File: config.mk
export PLATFORM = sky130hd
export DESIGN_NAME = vc_arbiter
export DESIGN_NICKNAME = d
export VERILOG_FILES = /design/src/rtl/pci_tx_pkg.sv /design/src/rtl/vc_arb_burst_cnt.sv /design/src/rtl/vc_arbiter.sv
export SDC_FILE = /design/constraint.sdc
export NUM_CORES = 1
export LEC_CHECK = 0
export ABC_AREA = 1
export BUFFER_PORTS_ARGS = -buffer_cell sky130_fd_sc_hd__buf_2
export CAP_MARGIN = 20
export CORE_MARGIN = 2
export CORE_UTILIZATION = 25
export DETAILED_ROUTE_END_ITERATION = 10
export SLEW_MARGIN = 30
export SYNTH_ARGS = -nofsm -noshare
export SYNTH_HDL_FRONTEND = slang
export SYNTH_SLANG_ARGS = --single-unit
export TNS_END_PERCENT = 20
File: constraint.sdc
create_clock -name clk -period 1.9 [get_ports clk]
set_clock_uncertainty 0.2 [all_clocks]
set_input_delay 0.285 -clock clk [delete_from_list [all_inputs] [get_ports clk]]
set_output_delay 0.285 -clock clk [all_outputs]
set_load 0.02 [all_outputs]
File: src/rtl/pci_tx_pkg.sv
// pci_tx_pkg: shared arbiter state encoding, VC identifiers and burst counter width.
package pci_tx_pkg;
  typedef enum logic [1:0] {IDLE, SERVE_VC0, SERVE_VC1} arb_state_e;
  localparam logic VC0_ID = 1'b0;
  localparam logic VC1_ID = 1'b1;
  localparam int CNT_W = 4;
  function automatic arb_state_e serve_state(input logic vc);
    return (vc == VC1_ID) ? SERVE_VC1 : SERVE_VC0;
  endfunction
endpackage

File: src/rtl/vc_arb_burst_cnt.sv
// vc_arb_burst_cnt: per-round burst counter; tc flags the pop that exhausts the weight.
module vc_arb_burst_cnt
  import pci_tx_pkg::*;
(
  input  logic             clk,
  input  logic             reset,
  input  logic             clr,
  input  logic             inc,
  input  logic [CNT_W-1:0] weight,
  output logic             tc
);
  logic [CNT_W-1:0] cnt_q, cnt_d;
  always_comb begin
    tc    = (cnt_q + 1'b1) == weight;
    cnt_d = (clr | (inc & tc)) ? '0 : inc ? cnt_q + 1'b1 : cnt_q;
  end
  always_ff @(posedge clk) begin
    if (reset) cnt_q <= '0;
    else       cnt_q <= cnt_d;
  end
endmodule

File: src/rtl/vc_arbiter.sv
// vc_arbiter: VC0/VC1 -> main FIFO scheduler; VC_ARB_WRR_EN selects weighted
// round-robin, otherwise strict VC0 priority.
module vc_arbiter
  import pci_tx_pkg::*;
#(
  parameter int data_width = 6,
  parameter int VC0_WEIGHT = 3,
  parameter int VC1_WEIGHT = 1
) (
  input  logic                  clk,
  input  logic                  reset,
  input  logic                  arb_enable,
  input  logic                  empty_fifo_VC0,
  input  logic                  empty_fifo_VC1,
  input  logic [data_width-1:0] data_out_VC0,
  input  logic [data_width-1:0] data_out_VC1,
  input  logic                  full_main,
  input  logic                  almost_full_main,
  output logic                  rd_enable_VC0,
  output logic                  rd_enable_VC1,
  output logic                  wr_enable_main,
  output logic [data_width-1:0] data_main,
  output logic                  active_vc,
  output logic                  error_arb
);
  if (VC0_WEIGHT < 1 || VC0_WEIGHT > 15 || VC1_WEIGHT < 1 || VC1_WEIGHT > 15)
    $error("vc_arbiter weights must lie in 1..15");
  arb_state_e            state_q, state_d;
  logic                  pending_q, pending_d, pending_vc_q, pending_vc_d;
  logic                  wr_q, wr_d, err_q, err_d;
  logic [data_width-1:0] data_q, data_d;
  logic                  stall, pop0, pop1, pop, cur_vc, oth_empty, tc;
  assign stall     = full_main | almost_full_main | ~arb_enable;
  assign cur_vc    = state_q == SERVE_VC1;
  assign oth_empty = cur_vc ? empty_fifo_VC0 : empty_fifo_VC1;
  assign pop0      = (state_q == SERVE_VC0) & ~empty_fifo_VC0 & ~stall & ~reset;
  assign pop       = pop0 | pop1;
`ifdef VC_ARB_WRR_EN
  logic             cnt_clr;
  logic [CNT_W-1:0] weight;
  assign pop1    = (state_q == SERVE_VC1) & ~empty_fifo_VC1 & ~stall & ~reset;
  assign cnt_clr = ~stall & ((state_q == IDLE) | ~pop);
  assign weight  = cur_vc ? CNT_W'(VC1_WEIGHT) : CNT_W'(VC0_WEIGHT);
  vc_arb_burst_cnt u_burst_cnt (
    .clk   (clk),
    .reset (reset),
    .clr   (cnt_clr),
    .inc   (pop),
    .weight(weight),
    .tc    (tc)
  );
`else
  // VC1 yields as soon as VC0 has data; the state then hands over to VC0.
  assign pop1 = (state_q == SERVE_VC1) & ~empty_fifo_VC1 & empty_fifo_VC0 & ~stall & ~reset;
  assign tc   = 1'b0;
`endif
  always_comb begin
    state_d = state_q;
    if (!stall)
      state_d = (state_q == IDLE) ? (~empty_fifo_VC0 ? SERVE_VC0 : ~empty_fifo_VC1 ? SERVE_VC1 : IDLE)
              : pop ? ((tc & ~oth_empty) ? serve_state(~cur_vc) : state_q)
              : (oth_empty ? IDLE : serve_state(~cur_vc));
    pending_d    = pop;
    pending_vc_d = pop ? pop1 : pending_vc_q;
    wr_d         = pending_q;
    data_d       = pending_q ? (pending_vc_q ? data_out_VC1 : data_out_VC0) : data_q;
    err_d        = err_q | (wr_q & full_main) | (pop0 & empty_fifo_VC0) | (pop1 & empty_fifo_VC1);
  end
  always_ff @(posedge clk) begin
    if (reset) begin
      state_q      <= IDLE;
      pending_q    <= 1'b0;
      pending_vc_q <= VC0_ID;
      wr_q         <= 1'b0;
      data_q       <= '0;
      err_q        <= 1'b0;
    end else begin
      state_q      <= state_d;
      pending_q    <= pending_d;
      pending_vc_q <= pending_vc_d;
      wr_q         <= wr_d;
      data_q       <= data_d;
      err_q        <= err_d;
    end
  end
  assign rd_enable_VC0  = pop0;
  assign rd_enable_VC1  = pop1;
  assign wr_enable_main = wr_q;
  assign data_main      = data_q;
  assign active_vc      = cur_vc;
  assign error_arb      = err_q;
endmodule
==> flow_metrics.py, run 1 <==
metrics = {
    "min_path": {
        "hp-class": "in2reg",
        "holdPathEnd": "error_arb",
        "worstHoldStart": "reset",
        "holdPathStages": 2,
    },
    "finish": {
        "syn2layout_area_growth_pct": 41.4,
        "final_cell_mix": "buf_2, nand2_1, a21oi_1, nor2_1, dfxtp_1",
        "fin_nets": 127,
        "final_common_cell": "buf_2",
        "fill_cells": 235,
        "antenna_cells": 0,
        "drive_gt1_share_pct": 35.5,
        "final_util_pct": 37.4,
        "final_area_um2": 734,
        "layout.cells.non_filler": 134,
    },
    "synth": {
        "synth_seq_cells": 12,
        "synth_top_area_cell": "dfxtp_1",
        "synth_top_area_share_pct": 46.3,
        "netlist_area_um2": 519,
        "synth_area_per_cell_um2": 7.02,
        "seq_area_frac_synth_pct": 46.3,
        "syn-instance-count": 74,
        "synthTopCellsByArea": "dfxtp_1, a21oi_1, nand2_1",
        "synth_cell_types": 12,
        "synth_nets": 93,
        "yosysWarnings": 0,
    },
    "timing": {
        "fin_ws_ps": 268,
        "period_minus_slack_ps": 1630,
        "setup_violations": 0,
        "slew_violations": 0,
        "whs_ps": 51.1,
        "finalCritPeriodShare_pct": 85.9,
        "fmaxAchievable_ghz": 0.613,
        "tns_ps": 0,
        "finalHoldViolations": 0,
        "tightest_slew_ps": 264,
        "relSlewSlack_pct": 82.4,
        "rsz0062_at_grt": "false",
    },
    "drt": {
        "vias": 576,
        "ant_nets": 0,
        "wirelength_mm": 1.27,
        "drtIter0Drc": 12,
        "post_drt_via_cell_ratio": 4.30,
        "post_drt_wl_per_cell_um": 9.44,
        "drt_pass1_iterations": 4,
        "drcViolationCount": 0,
    },
    "setup_path": {
        "cp.arrival_ps": 1150,
        "worst_ep_required_time_ps": 1410,
        "worstPathMaxFanout": 3,
        "critPathCaptureType": "primary output",
        "worst-setup-path-type": "reg2out",
        "r2r_end": "pending_vc_q",
        "cp-start-kind": "register",
        "r2r_slack_ps": 660,
        "rr_worst_depth": 2,
        "worstReg2RegStart": "pending_vc_q",
    },
    "clock_network": {
        "cts_tree": "yes",
        "cts_root_buf": "clkbuf_4",
        "holdBufCountCts": 0,
        "cts_resized": 0,
        "cts_setup_buffers": 0,
        "cts_buffers": 3,
        "htree_num_levels": 1,
        "clkSlewWorstSetupHoldPaths_ps": 70,
        "clkLatencyLatePin_ps": 260,
        "clock-sinks": 12,
        "cts_buffer_depth": 2,
    },
    "place": {
        "gp_congestion": 0.719,
        "hpwl_um": 986,
        "portBuffers": 29,
        "pre_cts_ws_ps": 439,
        "placed_cell_area_um2": 698,
        "dp.cells": 130,
    },
    "floorplanning": {
        "rows": 16,
        "die_area_um2": 2460,
        "ios": 30,
        "initial_core_util_pct": 26.5,
        "die_y_um": 49.6,
        "die_w_um": 49.6,
        "core_area_um2": 1960,
    },
    "power_and_ir_drop": {
        "intPower_mw": 0.394,
        "power_mw": 0.501,
        "pwr-share-seq_pct": 51.2,
        "clockPowerShare_pct": 39.1,
        "power_leakage_nw": 0.428,
        "power_density_nw_per_um2": 682,
        "ir_drop_v": 0.000323,
        "swShare_pct": 21.4,
        "power.switching_mw": 0.107,
        "comb_power_share_pct": 9.7,
    },
    "status": {
        "status": "completed",
    },
    "job": {
        "cap_violations": 0,
    },
    "global_route": {
        "grt_pass1_wl_mm": 2.10,
        "grt_pass1_vias": 520,
        "grt_overflow": 0,
        "grt_max_degree": 9,
        "grt_usage_pct": 10.9,
        "grt_antenna_before_repair": 0,
    },
}
-- power groups by stage --
stage | logic [mW] | registers (mW) | clock network [mW]
2_1_floorplan | 0.0217 | 0.263 | 0
3_3_place_gp | 0.0484 | 0.263 | 0
3_5_place_dp | 0.0492 | 0.263 | 0
4_1_cts | 0.0495 | 0.257 | 0.204
5_1_grt | 0.0549 | 0.257 | 0.219
6_report | 0.0486 | 0.257 | 0.196
-- cell type report --
type                       instances  area (µm²)  area share, %
multi-input combinational         52         241           32.9
sequential                        12         240           32.7
timing repair buffer              29         145           19.8
inverter                          10        37.5           5.11
clock buffer                       4        36.3           4.94
tap                               27        33.8           4.60
-- worst max-delay path, stage by stage (launching register included) --
cell and delay (ps):
dfxtp_1 350, inv_2 50, nor2_1 130, nand3_2 110, inv_1 80, buf_2 160
-- how the worst max path moves through the flow --
stage,endpoint,cells past startpoint,slack [ps],startpoint
3_3_place_gp,rd_enable_VC0,7,470,full_main
6_report,rd_enable_VC0,5,270,state_q[0]
5_1_grt,rd_enable_VC0,5,180,state_q[0]
3_5_place_dp,rd_enable_VC0,7,440,full_main
4_1_cts,rd_enable_VC0,5,250,state_q[0]
2_1_floorplan,rd_enable_VC1,5,660,state_q[0]
-- Yosys cell counts --
cell type,count
a21oi_1,13
nand2_2,1
inv_1,9
nor2_1,12
inv_2,1
o21ai_0,6
o31ai_1,1
dfxtp_1,12
nand2_1,15
nor3_1,1
nor2_2,1
nand3_2,2
-- kinds of logic after synthesis --
kind of cell           share of synthesized area (%)
buffers and inverters                           7.23
AOI/OAI and AO/OA                               19.8
DFF                                             46.3
and+or+nand+nor                                 26.7
-- state kept, by name, summed over array words and instances (netlist names) --
| name | flops |
|---|---|
| data_main | 6 |
| pending_q | 1 |
| state_q | 2 |
| wr_enable_main | 1 |
| error_arb | 1 |
| pending_vc_q | 1 |
-- per-layer routing --
metal	track usage, %	up-vias	wire length [µm]
li1	-	305	-
met3	2.73	2	84
met2	17.6	18	574
met5	0	-	0
met1	13.5	251	597
met4	5.56	0	9
Note: power is estimated with default switching activity, not from simulation.
==> run 2: changes to the inputs <==
- clock period: 1.9 -> 2.01 ns (I/O delays scaled with it)
==> run 2 against run 1 <==
Effect of this change: final area stayed put; global-route usage is 0.13 points higher; non-clock buffer count stayed put; largest cell class unchanged; count of clock-buffer cells in the layout stayed put; final cell count stayed put; combinational power is 4.9% lower; worst setup slack better by 85 ps; power is 4.7% lower; flip-flop and latch count stayed put.
==> flow_metrics.py, run 2 (synthesis results as in run 1) <==
metrics = {
    "floorplanning": {
        "ios": 30,
        "die_y_um": 49.6,
        "die_area_um2": 2460,
        "core_area_um2": 1960,
        "initial_core_util_pct": 26.5,
        "rows": 16,
        "die_w_um": 49.6,
    },
    "timing": {
        "fmaxAchievable_ghz": 0.603,
        "period_minus_slack_ps": 1660,
        "slew_violations": 0,
        "finalHoldViolations": 0,
        "tightest_slew_ps": 292,
        "relSlewSlack_pct": 80.5,
        "finalCritPeriodShare_pct": 82.5,
        "tns_ps": 0,
        "rsz0062_at_grt": "false",
        "setup_violations": 0,
    },
    "setup_path": {
        "slowest_delay_ps": 350,
        "worst_ep_required_time_ps": 1510,
        "worstPathMaxFanout": 3,
        "crit_path_cell_trace": "inv_2, nor2_1, nand3_2, inv_1, buf_2",
        "cp.arrival_ps": 1160,
        "cp-start-kind": "register",
        "critPathCaptureType": "primary output",
        "slowest_stage": "dfxtp_1",
        "worst-setup-path-type": "reg2out",
    },
    "clock_network": {
        "holdBufCountCts": 0,
        "clkSlewWorstSetupHoldPaths_ps": 80,
        "cts_buffers": 3,
        "clkLatencyLatePin_ps": 270,
        "clock-sinks": 12,
        "cts_buffer_depth": 2,
        "cts_setup_buffers": 0,
        "cts_tree": "yes",
        "htree_num_levels": 1,
        "cts_resized": 0,
        "cts_root_buf": "clkbuf_4",
    },
    "finish": {
        "final_cell_mix": "buf_2, nand2_1, a21oi_1, nor2_1, dfxtp_1",
        "largest_reg_flops": 6,
        "final_area_um2": 734,
        "antenna_cells": 0,
        "layout.cells.non_filler": 134,
        "drive_gt1_share_pct": 35.5,
        "final_common_cell": "buf_2",
        "fin_nets": 127,
        "syn2layout_area_growth_pct": 41.4,
    },
    "global_route": {
        "grt_pass1_vias": 530,
        "grt_antenna_before_repair": 0,
        "grt_overflow": 0,
        "grt_max_degree": 9,
        "grt_pass1_wl_mm": 2.12,
        "grt_usage_pct": 11.1,
    },
    "drt": {
        "topRoutingLayerUsed": "met4",
        "drcViolationCount": 0,
        "post_drt_wl_per_cell_um": 9.63,
        "wl_met3_um": 83,
        "wl_met2_um": 583,
        "wl_met1_um": 615,
        "drt_pass1_iterations": 3,
        "drtIter0Drc": 4,
        "post_drt_via_cell_ratio": 4.34,
        "ant_nets": 0,
        "vias": 582,
        "wirelength_mm": 1.29,
    },
    "power_and_ir_drop": {
        "ir_drop_v": 0.000311,
        "power_mw": 0.477,
        "power_leakage_nw": 0.428,
        "power_density_nw_per_um2": 650,
    },
    "place": {
        "placed_cell_area_um2": 698,
        "dp.cells": 130,
        "hpwl_um": 994,
        "gp_congestion": 0.719,
        "portBuffers": 29,
    },
    "min_path": {
        "hp-class": "in2reg",
    },
    "status": {
        "status": "completed",
    },
    "job": {
        "cap_violations": 0,
    },
}
==> run 2: cell counts in the layout (fill, tap and decap cells not counted) <==
No cell type changed its count.
==> run 2: power breakdown <==
part / total (mW) / internal [mW] / switching, mW
registers: 0.243 / 0.241 / 0.00210
logic: 0.0462 / 0.0216 / 0.0246
clock network: 0.189 / 0.110 / 0.0788
total: 0.477 / 0.372 / 0.106
==> run 2: critical path, delay by kind of cell, from the launching register on <==
kind                   cells  cell delay (ps)
DFF                        1              350
and+or+nand+nor            2              240
buffers and inverters      3              300
==> run 2: layout make-up <==
class                      count  area [µm²]
timing repair buffer          29         145
fill                         237        1230
inverter                      10        37.5
sequential                    12         240
multi-input combinational     52         241
clock buffer                   4        36.3
tap                           27        33.8
==> run 2: path summary, 6_finish.rpt <==
check               startpoint       endpoint  slack (ps)  depth (start not counted)
hold reg to reg      error_arb      error_arb         270                          2
hold / removal           reset      error_arb          70                          2
setup / recovery    state_q[0]  rd_enable_VC0         350                          5
setup reg to reg  pending_vc_q   pending_vc_q         750                          2
==> run 2: per-layer routing <==
| metal | global-route usage (%) | vias up |
|---|---|---|
| met4 | 5.56 | 0 |
| met2 | 18.0 | 18 |
| met5 | 0 | - |
| met1 | 13.3 | 255 |
| met3 | 3.03 | 2 |
| li1 | - | 307 |
==> run 2: stage by stage <==
| step | hold WS (ps) | worst slack (ps) | util, % |
|---|---|---|---|
| finish | 68.0 | 353 | 37.4 |
| global route | 76.0 | 272 | 37.4 |
| detailed placement | 263 | 513 | 35.6 |
| global placement | 256 | 549 | 35.6 |
| CTS | 60.9 | 341 | 37.4 |
| floorplan | 174 | 743 | - |
